**config.mk**
```make
export PLATFORM = sky130hd
export DESIGN_NAME = mips_mc_ctrl
export DESIGN_NICKNAME = d
export VERILOG_FILES = /design/src/rtl/mips_defs_pkg.sv /design/src/rtl/mips_mc_decode.sv /design/src/rtl/mips_mc_ctrl.sv
export SDC_FILE = /design/constraint.sdc
export NUM_CORES = 1
export LEC_CHECK = 0
export ABC_AREA = 1
export ABC_CLOCK_PERIOD_IN_PS = 1380
export BUFFER_PORTS_ARGS = -buffer_cell sky130_fd_sc_hd__buf_4
export CAP_MARGIN = 5
export CORE_UTILIZATION = 49
export CTS_BUF_LIST = sky130_fd_sc_hd__clkbuf_4 sky130_fd_sc_hd__clkbuf_8 sky130_fd_sc_hd__clkbuf_16
export CTS_CLUSTER_DIAMETER = 50
export CTS_CLUSTER_SIZE = 25
export DETAILED_ROUTE_END_ITERATION = 10
export PLACE_DENSITY = 0.79
export SYNTH_ARGS = -nofsm -noshare
export SYNTH_HDL_FRONTEND = slang
export SYNTH_SLANG_ARGS = --single-unit
export TNS_END_PERCENT = 50
```
**constraint.sdc**
```tcl
create_clock -name clk -period 1.38 [get_ports clk]
set_input_delay 0.345 -clock clk [delete_from_list [all_inputs] [get_ports clk]]
set_output_delay 0.345 -clock clk [all_outputs]
set_load 0.05 [all_outputs]
```
**src/rtl/mips_defs_pkg.sv**
```systemverilog
`default_nettype none
// ============================================================================
// Module      : mips_defs (package)
// Description : Shared encodings for the multicycle MIPS control path:
//               opcode/funct constants, extender / ALU / PC-source select
//               encodings, FSM state codes and the decoded instruction class.
// Revision    : 1.0 - initial release
// ============================================================================
package mips_defs;

    // Opcodes (IR[31:26])
    localparam logic [5:0] c_op_rtype = 6'h00;
    localparam logic [5:0] c_op_j     = 6'h02;
    localparam logic [5:0] c_op_beq   = 6'h04;
    localparam logic [5:0] c_op_ori   = 6'h0D;
    localparam logic [5:0] c_op_lui   = 6'h0F;
    localparam logic [5:0] c_op_lw    = 6'h23;
    localparam logic [5:0] c_op_sw    = 6'h2B;

    // R-type function codes (IR[5:0])
    localparam logic [5:0] c_fn_addu  = 6'h21;
    localparam logic [5:0] c_fn_subu  = 6'h23;

    // Immediate extender control
    localparam logic [1:0] c_ext_zero = 2'b00;
    localparam logic [1:0] c_ext_sign = 2'b01;
    localparam logic [1:0] c_ext_lui  = 2'b10;
    localparam logic [1:0] c_ext_none = 2'b11;

    // ALU operation
    localparam logic [1:0] c_alu_add  = 2'b00;
    localparam logic [1:0] c_alu_sub  = 2'b01;
    localparam logic [1:0] c_alu_or   = 2'b10;
    localparam logic [1:0] c_alu_pass = 2'b11;

    // Next-PC source
    localparam logic [1:0] c_pc_plus4  = 2'b00;
    localparam logic [1:0] c_pc_branch = 2'b01;
    localparam logic [1:0] c_pc_jump   = 2'b10;

    // FSM state codes; 5..7 are unused and recover to FETCH
    typedef enum logic [2:0] {
        S_FETCH  = 3'd0,
        S_DECODE = 3'd1,
        S_EXE    = 3'd2,
        S_MEM    = 3'd3,
        S_WB     = 3'd4
    } state_t;

    // Decoded instruction class
    typedef enum logic [3:0] {
        C_ILLEGAL = 4'd0,
        C_ADDU    = 4'd1,
        C_SUBU    = 4'd2,
        C_ORI     = 4'd3,
        C_LUI     = 4'd4,
        C_LW      = 4'd5,
        C_SW      = 4'd6,
        C_BEQ     = 4'd7,
        C_J       = 4'd8
    } instr_cls_t;

endpackage : mips_defs
`default_nettype wire

```
**src/rtl/mips_mc_decode.sv**
```systemverilog
`default_nettype none
// ============================================================================
// Module      : mips_mc_decode
// Description : Combinational instruction decoder. Maps opcode/funct to an
//               instruction class, the immediate-extender control and an
//               illegal-instruction flag.
// Ports       : i_opcode  [5:0] IR[31:26]
//               i_funct   [5:0] IR[5:0]
//               o_cls           decoded instruction class
//               o_ext_op  [1:0] extender control (depends on opcode only)
//               o_illegal       unsupported opcode/funct combination
// Revision    : 1.0 - initial release
// ============================================================================
module mips_mc_decode
    import mips_defs::*;
(
    input  logic [5:0]  i_opcode,
    input  logic [5:0]  i_funct,
    output instr_cls_t  o_cls,
    output logic [1:0]  o_ext_op,
    output logic        o_illegal
);

    always_comb begin
        o_cls = C_ILLEGAL;
        unique case (i_opcode)
            c_op_rtype: begin
                if (i_funct == c_fn_addu)      o_cls = C_ADDU;
                else if (i_funct == c_fn_subu) o_cls = C_SUBU;
                else                           o_cls = C_ILLEGAL;
            end
            c_op_ori: o_cls = C_ORI;
            c_op_lui: o_cls = C_LUI;
            c_op_lw:  o_cls = C_LW;
            c_op_sw:  o_cls = C_SW;
            c_op_beq: o_cls = C_BEQ;
            c_op_j:   o_cls = C_J;
            default:  o_cls = C_ILLEGAL;
        endcase
    end

    // Extender control is a pure opcode function so the datapath sees a
    // stable value in every state, including FETCH.
    always_comb begin
        o_ext_op = c_ext_none;
        case (i_opcode)
            c_op_ori:                    o_ext_op = c_ext_zero;
            c_op_lw, c_op_sw, c_op_beq:  o_ext_op = c_ext_sign;
            c_op_lui:                    o_ext_op = c_ext_lui;
            default:                     o_ext_op = c_ext_none;
        endcase
    end

    assign o_illegal = (o_cls == C_ILLEGAL);

endmodule : mips_mc_decode
`default_nettype wire

```
**src/rtl/mips_mc_ctrl.sv**
```systemverilog
`default_nettype none
// ============================================================================
// Module      : mips_mc_ctrl
// Description : Multicycle MIPS control FSM. Sequences FETCH / DECODE / EXE /
//               MEM / WB for one instruction at a time, drives datapath
//               selects and handshakes with memory, with a wait-cycle
//               timeout on memory requests.
// Parameters  : MEM_TIMEOUT  max wait cycles in FETCH/MEM (0 = no timeout)
//               TO_W         wait counter width, MEM_TIMEOUT < 2**TO_W
// Ports       : clk, rst (async, active-high)
//               opcode/funct/zero/mem_ready  - inputs from IR, ALU, memory
//               mem_req/mem_we               - memory request
//               ir_we/pc_we/pc_src           - IR and PC update
//               ext_op/alu_op/alu_src_b      - extender and ALU control
//               rf_we/rf_dst/rf_wsel         - register-file write control
//               illegal/bus_err              - 1-cycle error pulses
//               state_o                      - current state (debug)
// Revision    : 1.0 - initial release
// ============================================================================
module mips_mc_ctrl
    import mips_defs::*;
#(
    parameter int MEM_TIMEOUT = 255,
    parameter int TO_W        = 8
) (
    input  logic        clk,
    input  logic        rst,
    input  logic [5:0]  opcode,
    input  logic [5:0]  funct,
    input  logic        zero,
    input  logic        mem_ready,
    output logic        mem_req,
    output logic        mem_we,
    output logic        ir_we,
    output logic        pc_we,
    output logic [1:0]  pc_src,
    output logic [1:0]  ext_op,
    output logic [1:0]  alu_op,
    output logic        alu_src_b,
    output logic        rf_we,
    output logic        rf_dst,
    output logic        rf_wsel,
    output logic        illegal,
    output logic        bus_err,
    output logic [2:0]  state_o
);

    localparam logic [TO_W-1:0] c_cnt_last = TO_W'(MEM_TIMEOUT - 1);
    localparam logic [TO_W-1:0] c_cnt_one  = TO_W'(1);

    state_t          state_q, state_d;
    logic [TO_W-1:0] cnt_q, cnt_d;

    instr_cls_t      w_cls;
    logic [1:0]      w_ext_op;
    logic            w_illegal;
    logic            w_timeout;

    // Ungated output values; forced to zero during reset below.
    logic            w_mem_req, w_mem_we, w_ir_we, w_pc_we;
    logic [1:0]      w_pc_src, w_alu_op;
    logic            w_alu_src_b, w_rf_we, w_rf_dst, w_rf_wsel;
    logic            w_illegal_p, w_bus_err;

    mips_mc_decode u_decode (
        .i_opcode  (opcode),
        .i_funct   (funct),
        .o_cls     (w_cls),
        .o_ext_op  (w_ext_op),
        .o_illegal (w_illegal)
    );

    // Last permitted wait cycle with no completion; mem_ready on this same
    // cycle takes priority and completes normally.
    assign w_timeout = (MEM_TIMEOUT != 0) && (cnt_q == c_cnt_last) && !mem_ready;

    always_comb begin
        state_d     = state_q;
        cnt_d       = '0;       // counter is nonzero only while waiting
        w_mem_req   = 1'b0;
        w_mem_we    = 1'b0;
        w_ir_we     = 1'b0;
        w_pc_we     = 1'b0;
        w_pc_src    = c_pc_plus4;
        w_alu_op    = c_alu_add;
        w_alu_src_b = 1'b0;
        w_rf_we     = 1'b0;
        w_rf_dst    = 1'b0;
        w_rf_wsel   = 1'b0;
        w_illegal_p = 1'b0;
        w_bus_err   = 1'b0;

        case (state_q)
            S_FETCH: begin
                w_mem_req = 1'b1;
                if (mem_ready) begin
                    w_ir_we  = 1'b1;
                    w_pc_we  = 1'b1;
                    w_pc_src = c_pc_plus4;
                    state_d  = S_DECODE;
                end else if (w_timeout) begin
                    // PC untouched, so the refetch targets the same address.
                    w_bus_err = 1'b1;
                    state_d   = S_FETCH;
                end else begin
                    cnt_d = cnt_q + c_cnt_one;
                end
            end

            S_DECODE: begin
                if (w_illegal) begin
                    w_illegal_p = 1'b1;
                    state_d     = S_FETCH;
                end else if (w_cls == C_J) begin
                    w_pc_we  = 1'b1;
                    w_pc_src = c_pc_jump;
                    state_d  = S_FETCH;
                end else begin
                    state_d = S_EXE;
                end
            end

            S_EXE: begin
                case (w_cls)
                    C_ADDU: begin
                        w_alu_op = c_alu_add;
                        state_d  = S_WB;
                    end
                    C_SUBU: begin
                        w_alu_op = c_alu_sub;
                        state_d  = S_WB;
                    end
                    C_ORI: begin
                        w_alu_op    = c_alu_or;
                        w_alu_src_b = 1'b1;
                        state_d     = S_WB;
                    end
                    C_LUI: begin
                        w_alu_op    = c_alu_pass;
                        w_alu_src_b = 1'b1;
                        state_d     = S_WB;
                    end
                    C_LW, C_SW: begin
                        w_alu_op    = c_alu_add;
                        w_alu_src_b = 1'b1;
                        state_d     = S_MEM;
                    end
                    C_BEQ: begin
                        w_alu_op = c_alu_sub;
                        w_pc_we  = zero;
                        w_pc_src = c_pc_branch;
                        state_d  = S_FETCH;
                    end
                    default: state_d = S_FETCH;
                endcase
            end

            S_MEM: begin
                w_mem_req = 1'b1;
                w_mem_we  = (w_cls == C_SW);
                if (mem_ready) begin
                    state_d = (w_cls == C_LW) ? S_WB : S_FETCH;
                end else if (w_timeout) begin
                    w_bus_err = 1'b1;
                    state_d   = S_FETCH;
                end else begin
                    cnt_d = cnt_q + c_cnt_one;
                end
            end

            S_WB: begin
                w_rf_we   = 1'b1;
                w_rf_dst  = (w_cls == C_ADDU) || (w_cls == C_SUBU);
                w_rf_wsel = (w_cls == C_LW);
                state_d   = S_FETCH;
            end

            default: state_d = S_FETCH;
        endcase
    end

    always_ff @(posedge clk or posedge rst) begin
        if (rst) begin
            state_q <= S_FETCH;
            cnt_q   <= '0;
        end else begin
            state_q <= state_d;
            cnt_q   <= cnt_d;
        end
    end

    // Reset gates every output so an aborted instruction cannot leave a
    // partial write behind.
    assign mem_req   = w_mem_req   & ~rst;
    assign mem_we    = w_mem_we    & ~rst;
    assign ir_we     = w_ir_we     & ~rst;
    assign pc_we     = w_pc_we     & ~rst;
    assign pc_src    = w_pc_src    & {2{~rst}};
    assign ext_op    = w_ext_op    & {2{~rst}};
    assign alu_op    = w_alu_op    & {2{~rst}};
    assign alu_src_b = w_alu_src_b & ~rst;
    assign rf_we     = w_rf_we     & ~rst;
    assign rf_dst    = w_rf_dst    & ~rst;
    assign rf_wsel   = w_rf_wsel   & ~rst;
    assign illegal   = w_illegal_p & ~rst;
    assign bus_err   = w_bus_err   & ~rst;
    assign state_o   = state_q     & {3{~rst}};

endmodule : mips_mc_ctrl
`default_nettype wire
```
==> results of run 1 <==
## logic make-up after synthesis
logic type / Yosys count
AO/OA/AOI/OAI: 7
XOR/XNOR: 4
adder cells (fa/ha/maj): 2
buffers and inverters: 33
flip-flops: 11
AND/OR/NAND/NOR: 107
## per-stage QoR
step / setup WS [ns] / std cells / TNS, ns
after floorplan: -0.256 / 164 / -3.31
after global placement: -0.390 / 262 / -4.03
after detailed placement: -0.436 / 262 / -4.88
==> impl_metrics.json, run 1 <==
{
  "synth_compound_area_frac": 0.0374,
  "clk_path_buf_depth": 2,
  "synth.avg_cell_area_um2": 6.13,
  "async_reset_ff_frac": 1.00,
  "syn_area_mm2": 0.00100,
  "rows": 16,
  "yosys_warnings": 0,
  "holdBufCountCts": 0,
  "cts_setup_buffers": 8,
  "synth_xor_area_frac": 0.0349,
  "synthSimpleGateAreaFrac": 0.504,
  "cts_sinks": 11,
  "synthFlopType": "dfrtp_1",
  "yosysTopAreaCell": "dfrtp_1",
  "synth.area.mux_share": 0,
  "yosys.area_share.adder": 0.0249,
  "io_pins": 35,
  "synth_common_cells": "nand2_1, nor2_1, inv_1, dfrtp_1, nand3_1",
  "port_buffers": 34,
  "status": "aborted with a tool error",
  "placed_cell_area_mm2": 0.00178,
  "die_y_um": 47.3,
  "clock-root-buffer": "clkbuf_4",
  "ys_ff_latch": 11,
  "error": "[ERROR DPL-0038] Utilization greater than 100%, impossible to legalize",
  "die_w_um": 47.3,
  "gp_congestion": 0.874,
  "synth_top_family_by_area": "simple AND/OR/NAND/NOR gates",
  "synth_edf_count": 0,
  "synth_seq_area_share": 0.274,
  "synth_most_common_cell": "nand2_1",
  "dpl.hpwl_um": 2950,
  "initial_core_util": 0.517,
  "synthCells": 164,
  "haltStage": "4_1_cts",
  "cts_buffers": 3,
  "synth_area_leaders": "dfrtp_1, nand2_1, nor2_1, inv_1, nand3_1",
  "cts_max_level": 1,
  "syn-num-nets": 182,
  "ctsResizeCount": 35,
  "yosysUniqueCellTypes": 25,
  "yosysTopAreaCellShare": 0.274
}
==> run 2, diff against run 1 <==
Settings changed: CORE_AREA set to 2 2 63 65, CORE_UTILIZATION 49 to not set, CTS_BUF_LIST sky130_fd_sc_hd__clkbuf_4 sky130_fd_sc_hd__clkbuf_8 sky130_fd_sc_hd__clkbuf_16 to not set, CTS_CLUSTER_DIAMETER 50 to not set, CTS_CLUSTER_SIZE 25 to not set, DIE_AREA set to 0 0 65 67, PLACE_DENSITY 0.79 to not set, PLACE_DENSITY_LB_ADDON set to 0.15.
==> run 2 against run 1 <==
Effect of this change:
- the flow now finishes, with violations (setup timing)
- synthesized cell count did not move
- area after synthesis did not move
==> impl_metrics.json, run 2 <==
{
  "num_vias": 1310,
  "pwr-share-clk": 0.292,
  "grt_pass1_wl_um": 5520,
  "worstSetupEndpointType": "primary output",
  "rows": 22,
  "reg_top3": "cnt_q: 8 flops, state_q: 3 flops",
  "fin_cells": 296,
  "hold_viol_final": 0,
  "cp-start-kind": "flip-flop",
  "worst_ep_arrival_time_ns": 1.51,
  "synthFlopType": "dfrtp_1",
  "fin_util": 0.590,
  "core_area_mm2": 0.00361,
  "min_path_type": "in -> async",
  "dpl.hpwl_um": 2690,
  "cts_max_level": 1,
  "insertion_delay_ns": 0.24,
  "syn-num-nets": 182,
  "syn_area_mm2": 0.00100,
  "antenna_found_initial": 0,
  "timing.slew.headroom": 0.782,
  "cp_max_fo": 4,
  "cap_violations": 0,
  "final_common_cell": "buf_4",
  "drive_above_1_share": 0.613,
  "critPathKind": "reg -> out",
  "top_register": "cnt_q",
  "p_leak_nw": 1.04,
  "ys_ff_latch": 11,
  "fin_nets": 267,
  "power.total_mw": 1.13,
  "largest_reg_flops": 8,
  "switching_power_uw": 399,
  "synth_seq_area_share": 0.274,
  "wire_per_inst_um": 11.3,
  "pwr_density_cell_mw_per_mm2": 532,
  "n_antenna_cell": 0,
  "dp.cells": 282,
  "min_period_ns": 1.86,
  "fin_tns_setup_ns": -6.58,
  "violations": "setup timing",
  "fmax_ghz": 0.539,
  "dieArea_mm2": 0.00436,
  "cts_sinks": 11,
  "regToRegEndpoint": "cnt_q[7]$_DFF_PP0_",
  "synth_edf_count": 0,
  "port_buffers": 34,
  "r2r-start": "state_q[1]$_DFF_PP0_",
  "io_pins": 35,
  "synthCells": 164,
  "p_sw_frac": 0.352,
  "dr.pass1.iters": 4,
  "cp.required_ns": 1.03,
  "ir_worst_vdd_v": 0.000297,
  "rr_worst_depth": 6,
  "async_reset_ff_frac": 1.00,
  "mostFrequentLayoutCells": "buf_4, nand2_1, inv_1",
  "grt_max_degree": 12,
  "nFillCells": 333,
  "yosysTopAreaCellShare": 0.274,
  "rsz0062_at_grt": "yes",
  "clock-root-buffer": "clkbuf_8",
  "wl_um": 3350,
  "setup_viol": 19,
  "clk_path_buf_depth": 2,
  "die_w_um": 65,
  "initial_core_util": 0.279,
  "multi_input_area_um2": 896,
  "antenna_left": 0,
  "drtIter0Drc": 26,
  "p_int_uw": 734,
  "cts_buffers": 3,
  "yosys_warnings": 0,
  "skew_ns": 0.00389,
  "area_growth_pct": 112,
  "cts_tree": "built",
  "drv_slew": 0,
  "routed_via_density": 4.43,
  "yosysUniqueCellTypes": 25,
  "synth_common_cells": "nand2_1, nor2_1, inv_1, dfrtp_1, nand3_1",
  "setup_ws_ns": -0.476,
  "gp_congestion": 0.828,
  "finalCritPeriodShare": 1.34,
  "pwr-share-seq": 0.306,
  "synth_most_common_cell": "nand2_1",
  "synth.avg_cell_area_um2": 6.13,
  "synth_area_leaders": "dfrtp_1, nand2_1, nor2_1, inv_1, nand3_1",
  "die_y_um": 67,
  "clk_pin_slew_worst_paths_ns": 0.05,
  "regArea_um2": 277,
  "tightest_slew_ns": 0.323,
  "gr-total-overflow": 0,
  "grt_pass1_vias": 1285,
  "placed_cell_area_mm2": 0.00180,
  "track_usage": 0.164,
  "status": "complete, but fails checks",
  "power_frac_comb": 0.402,
  "final_area_mm2": 0.00213,
  "yosysTopAreaCell": "dfrtp_1",
  "drc": 0,
  "r2r_slack_ns": 0.02
}
[run 2: cell counts after synthesis]
No cell type changed its count.
[run 2: per-stage QoR]
step	worst slack, ns	hold slack (ns)
2_1_floorplan	-0.256	0.239
5_1_grt	-0.573	0.328
4_1_cts	-0.464	0.290
6_report	-0.476	0.285
3_3_place_gp	-0.413	0.515
3_5_place_dp	-0.408	0.523
[run 2: how the worst max path moves through the flow]
stage | from | end | slack (ns) | cells after the start
floorplan | state_q[0]$_DFF_PP0_ | alu_src_b | -0.26 | 5
global placement | opcode[2] | mem_we | -0.41 | 10
detailed placement | opcode[1] | mem_we | -0.41 | 9
CTS | state_q[0]$_DFF_PP0_ | alu_src_b | -0.46 | 7
global route | state_q[0]$_DFF_PP0_ | bus_err | -0.57 | 6
finish | state_q[1]$_DFF_PP0_ | rf_dst | -0.48 | 5
[run 2: kinds of logic after synthesis]
| logic type | share of synthesized area |
|---|---|
| simple gates | 0.504 |
| buf+inv | 0.125 |
| flops | 0.274 |
| compound gates | 0.0373 |
| xor+xnor | 0.0349 |
| fa+ha+maj | 0.0249 |
[run 2: layout make-up]
type	count	share of cell area
multi-input cells	120	0.421
well taps	48	0.0282
repair buffers	81	0.333
clock buffers	4	0.0212
flip-flops and latches	11	0.130
inverters	32	0.0664
[run 2: worst max-delay path: stages (launching register included)]
cell     delay [ns]
dfrtp_2        0.44
nor2_1         0.24
buf_4          0.17
nand2_2        0.10
nor2_4         0.11
buf_4          0.20
[run 2: power by group through the flow]
stage / sequential [mW] / combinational (mW) / clock (mW)
4_1_cts: 0.345 / 0.428 / 0.336
3_3_place_gp: 0.349 / 0.388 / 0
6_report: 0.346 / 0.455 / 0.331
3_5_place_dp: 0.349 / 0.395 / 0
2_1_floorplan: 0.350 / 0.215 / 0
5_1_grt: 0.349 / 0.488 / 0.357
[run 2: repair_timing]
item	CTS	global route
hold endpoints to repair	0	0
hold buffers	0	0
pin swaps	11	11
buffers inserted	4	6
gates resized for setup	31	25
endpoints found under the setup margin	19	30
[run 2: routing by layer]
metal,global-route usage,up-vias,routed length [µm]
met4,0.0239,0,19
met2,0.300,33,1770
met3,0.0372,2,143
met1,0.198,600,1410
li1,-,675,-
met5,0,-,0
Note: power is estimated with default switching activity, not from simulation.
==> run 3, diff against run 2 <==
Settings changed: ABC_AREA 1 to not set.
==> run 3 against run 2 <==
Effect of this change:
- the flow still finishes with violations (setup timing)
- worst hold slack better by 0.0067 ns
- routed wire length is 4.9% lower
- area after synthesis decreased by 11%
- synthesized cell count down 32%
- first-iteration DRC count increased by 73%
- fmax shrank 9.2%
- flip-flop and latch count did not move
- power increased by 6.5%
- largest power group unchanged
==> impl_metrics.json, run 3 <==
{
  "status": "complete, but fails checks",
  "violations": "setup timing",
  "syn_area_um2": 895,
  "synth_most_common_cell": "nor2_1",
  "antenna_found_initial": 0,
  "synth_seq_area_share": 0.308,
  "mostFrequentLayoutCells": "buf_4, buf_6, nor2_1, buf_8, dfrtp_1",
  "pwr_density_cell_mw_per_mm2": 547,
  "setup_ws_ns": -0.664,
  "fin_tns_setup_ns": -8.86,
  "r2r-start": "cnt_q[4]$_DFF_PP0_",
  "clock-root-buffer": "clkbuf_8",
  "reg_top3": "cnt_q: 8 flops, state_q: 3 flops",
  "port_buffers": 34,
  "synthFlopType": "dfrtp_1",
  "cap_violations": 0,
  "crit_end": "alu_op[0]",
  "yosysTopAreaCell": "dfrtp_1",
  "tightest_slew_ns": 0.401,
  "r2r_slack_ns": -0.14,
  "synth.avg_cell_area_um2": 7.99,
  "antenna_left": 0,
  "clk_path_buf_depth": 2,
  "num_vias": 1155,
  "min_path_type": "in -> async",
  "fin_util": 0.611,
  "die_y_um": 67,
  "ys_ff_latch": 11,
  "placed_cell_area_mm2": 0.00167,
  "final_area_mm2": 0.00220,
  "cp-start-kind": "input pin",
  "dr.pass1.iters": 4,
  "final_common_cell": "buf_4",
  "die_w_um": 65,
  "track_usage": 0.152,
  "holdBufCountCts": 0,
  "rows": 22,
  "skew_ns": 0.00228,
  "fmax_ghz": 0.489,
  "fin_nets": 225,
  "grt_pass1_wl_um": 5220,
  "fin_cells": 254,
  "drv_slew": 0,
  "yosysUniqueCellTypes": 40,
  "synthCells": 112,
  "rr_worst_depth": 4,
  "routed_via_density": 4.55,
  "insertion_delay_ns": 0.23,
  "cts_sinks": 11,
  "synth_common_cells": "nor2_1, dfrtp_1, nand2_1, nor3_1, xor2_1",
  "gr-total-overflow": 0,
  "yosysTopAreaCellShare": 0.308,
  "min_period_ns": 2.04,
  "drtIter0Drc": 45,
  "top_register": "cnt_q",
  "place_ws_ns": -0.754,
  "initial_core_util": 0.248,
  "cts_buffers": 3,
  "core_area_mm2": 0.00361,
  "dp.cells": 233,
  "dieArea_mm2": 0.00436,
  "yosys_warnings": 0,
  "synth_area_leaders": "dfrtp_1, nor2_1, xor2_1, nor3_1, nand2_1",
  "rsz0062_at_grt": "yes",
  "drive_above_1_share": 0.709,
  "p_leak_nw": 0.999,
  "wire_per_inst_um": 12.5,
  "largest_reg_flops": 8,
  "worst_ep_arrival_time_ns": 1.70,
  "finalCritPeriodShare": 1.48,
  "cp.required_ns": 1.03,
  "area_growth_pct": 146,
  "synth_edf_count": 0,
  "grt_max_degree": 12,
  "gp_congestion": 0.795,
  "critPathKind": "in -> out",
  "async_reset_ff_frac": 1.00,
  "worstSetupEndpointType": "primary output",
  "cts_tree": "built",
  "clk_pin_slew_worst_paths_ns": 0.05,
  "setup_viol": 30,
  "n_antenna_cell": 0,
  "wl_um": 3180,
  "grt_pass1_vias": 1097,
  "timing.slew.headroom": 0.733,
  "cp-startpoint": "opcode[5]",
  "cp_max_fo": 4,
  "cts_max_level": 1,
  "io_pins": 35,
  "hold_viol_final": 0,
  "regToRegEndpoint": "cnt_q[4]$_DFF_PP0_",
  "syn-num-nets": 130,
  "dpl.hpwl_um": 2300,
  "drc": 0,
  "ir_worst_vdd_v": 0.000365,
  "nFillCells": 295
}
run 3: cell count changes in the layout (fill, tap and decap cells not counted), sizes merged, moves of 4 or more:
cell,previous run,this run
nand2,41,9
inv,31,2
nor2,39,20
buf,81,95
nand3,13,3
nand4,6,1
nor2b,0,5
xor2,3,7
run 3: final cells by class:
cell class | count | area [µm²] | area share
Multi-Input combinational cell | 93 | 861 | 0.391
Tap cell | 48 | 60.1 | 0.0273
Timing Repair Buffer | 95 | 943 | 0.428
Inverter | 3 | 15.0 | 0.00681
Clock buffer | 4 | 45.0 | 0.0204
Sequential cell | 11 | 279 | 0.127
run 3: power by group:
group | leakage (nW) | switching (mW) | internal (mW)
logic | 0.830 | 0.261 | 0.279
registers | 0.146 | 0.0115 | 0.338
clock network | 0.0228 | 0.114 | 0.202
total | 0.999 | 0.387 | 0.819
run 3: critical path, stage by stage:
cell and delay (ns):
buf_6 0.10, nand2b_4 0.13, or4_4 0.42, a21oi_4 0.22
buf_4 0.14, a22oi_1 0.09, nor2_4 0.10, buf_6 0.16
run 3: worst min-delay path by stage:
stage	from	cells past startpoint	endpoint	slack, ns
floorplan	rst	2	cnt_q[0]$_DFF_PP0_	0.37
global placement	cnt_q[7]$_DFF_PP0_	2	cnt_q[7]$_DFF_PP0_	0.52
detailed placement	cnt_q[7]$_DFF_PP0_	2	cnt_q[7]$_DFF_PP0_	0.53
CTS	rst	3	cnt_q[2]$_DFF_PP0_	0.31
global route	rst	3	cnt_q[2]$_DFF_PP0_	0.33
finish	rst	3	cnt_q[7]$_DFF_PP0_	0.29
run 3: per-stage QoR:
step / total power, mW / hold WS [ns]
final: 1.21 / 0.292
after global routing: 1.27 / 0.329
after CTS: 1.15 / 0.306
after detailed placement: 0.745 / 0.526
after global placement: 0.743 / 0.524
after floorplan: 0.575 / 0.372
run 3: per-layer routing:
metal	track usage	routed length [µm]	part of all wire
met5	0	0	0
met4	0.0479	12	0.0038
met3	0.00845	72	0.023
met2	0.240	1620	0.51
met1	0.221	1480	0.47
run 3: cell families (layout without fill, tap and decap cells):
kind of cell	after synthesis	in the layout	share of synthesized area
AND/OR/NAND/NOR	70	70	0.443
AO/OA/AOI/OAI	13	13	0.0979
flip-flops	11	11	0.308
XOR/XNOR	8	8	0.0783
buffers and inverters	8	102	0.0448
adder cells (fa/ha/maj)	2	2	0.0280
run 3: what timing repair did:
item | in CTS | in global routing
endpoints found under the hold margin | 0 | 0
buffers inserted | 10 | 8
setup endpoints to repair | 30 | 30
pin swaps | 18 | 14
gates resized for setup | 60 | 29
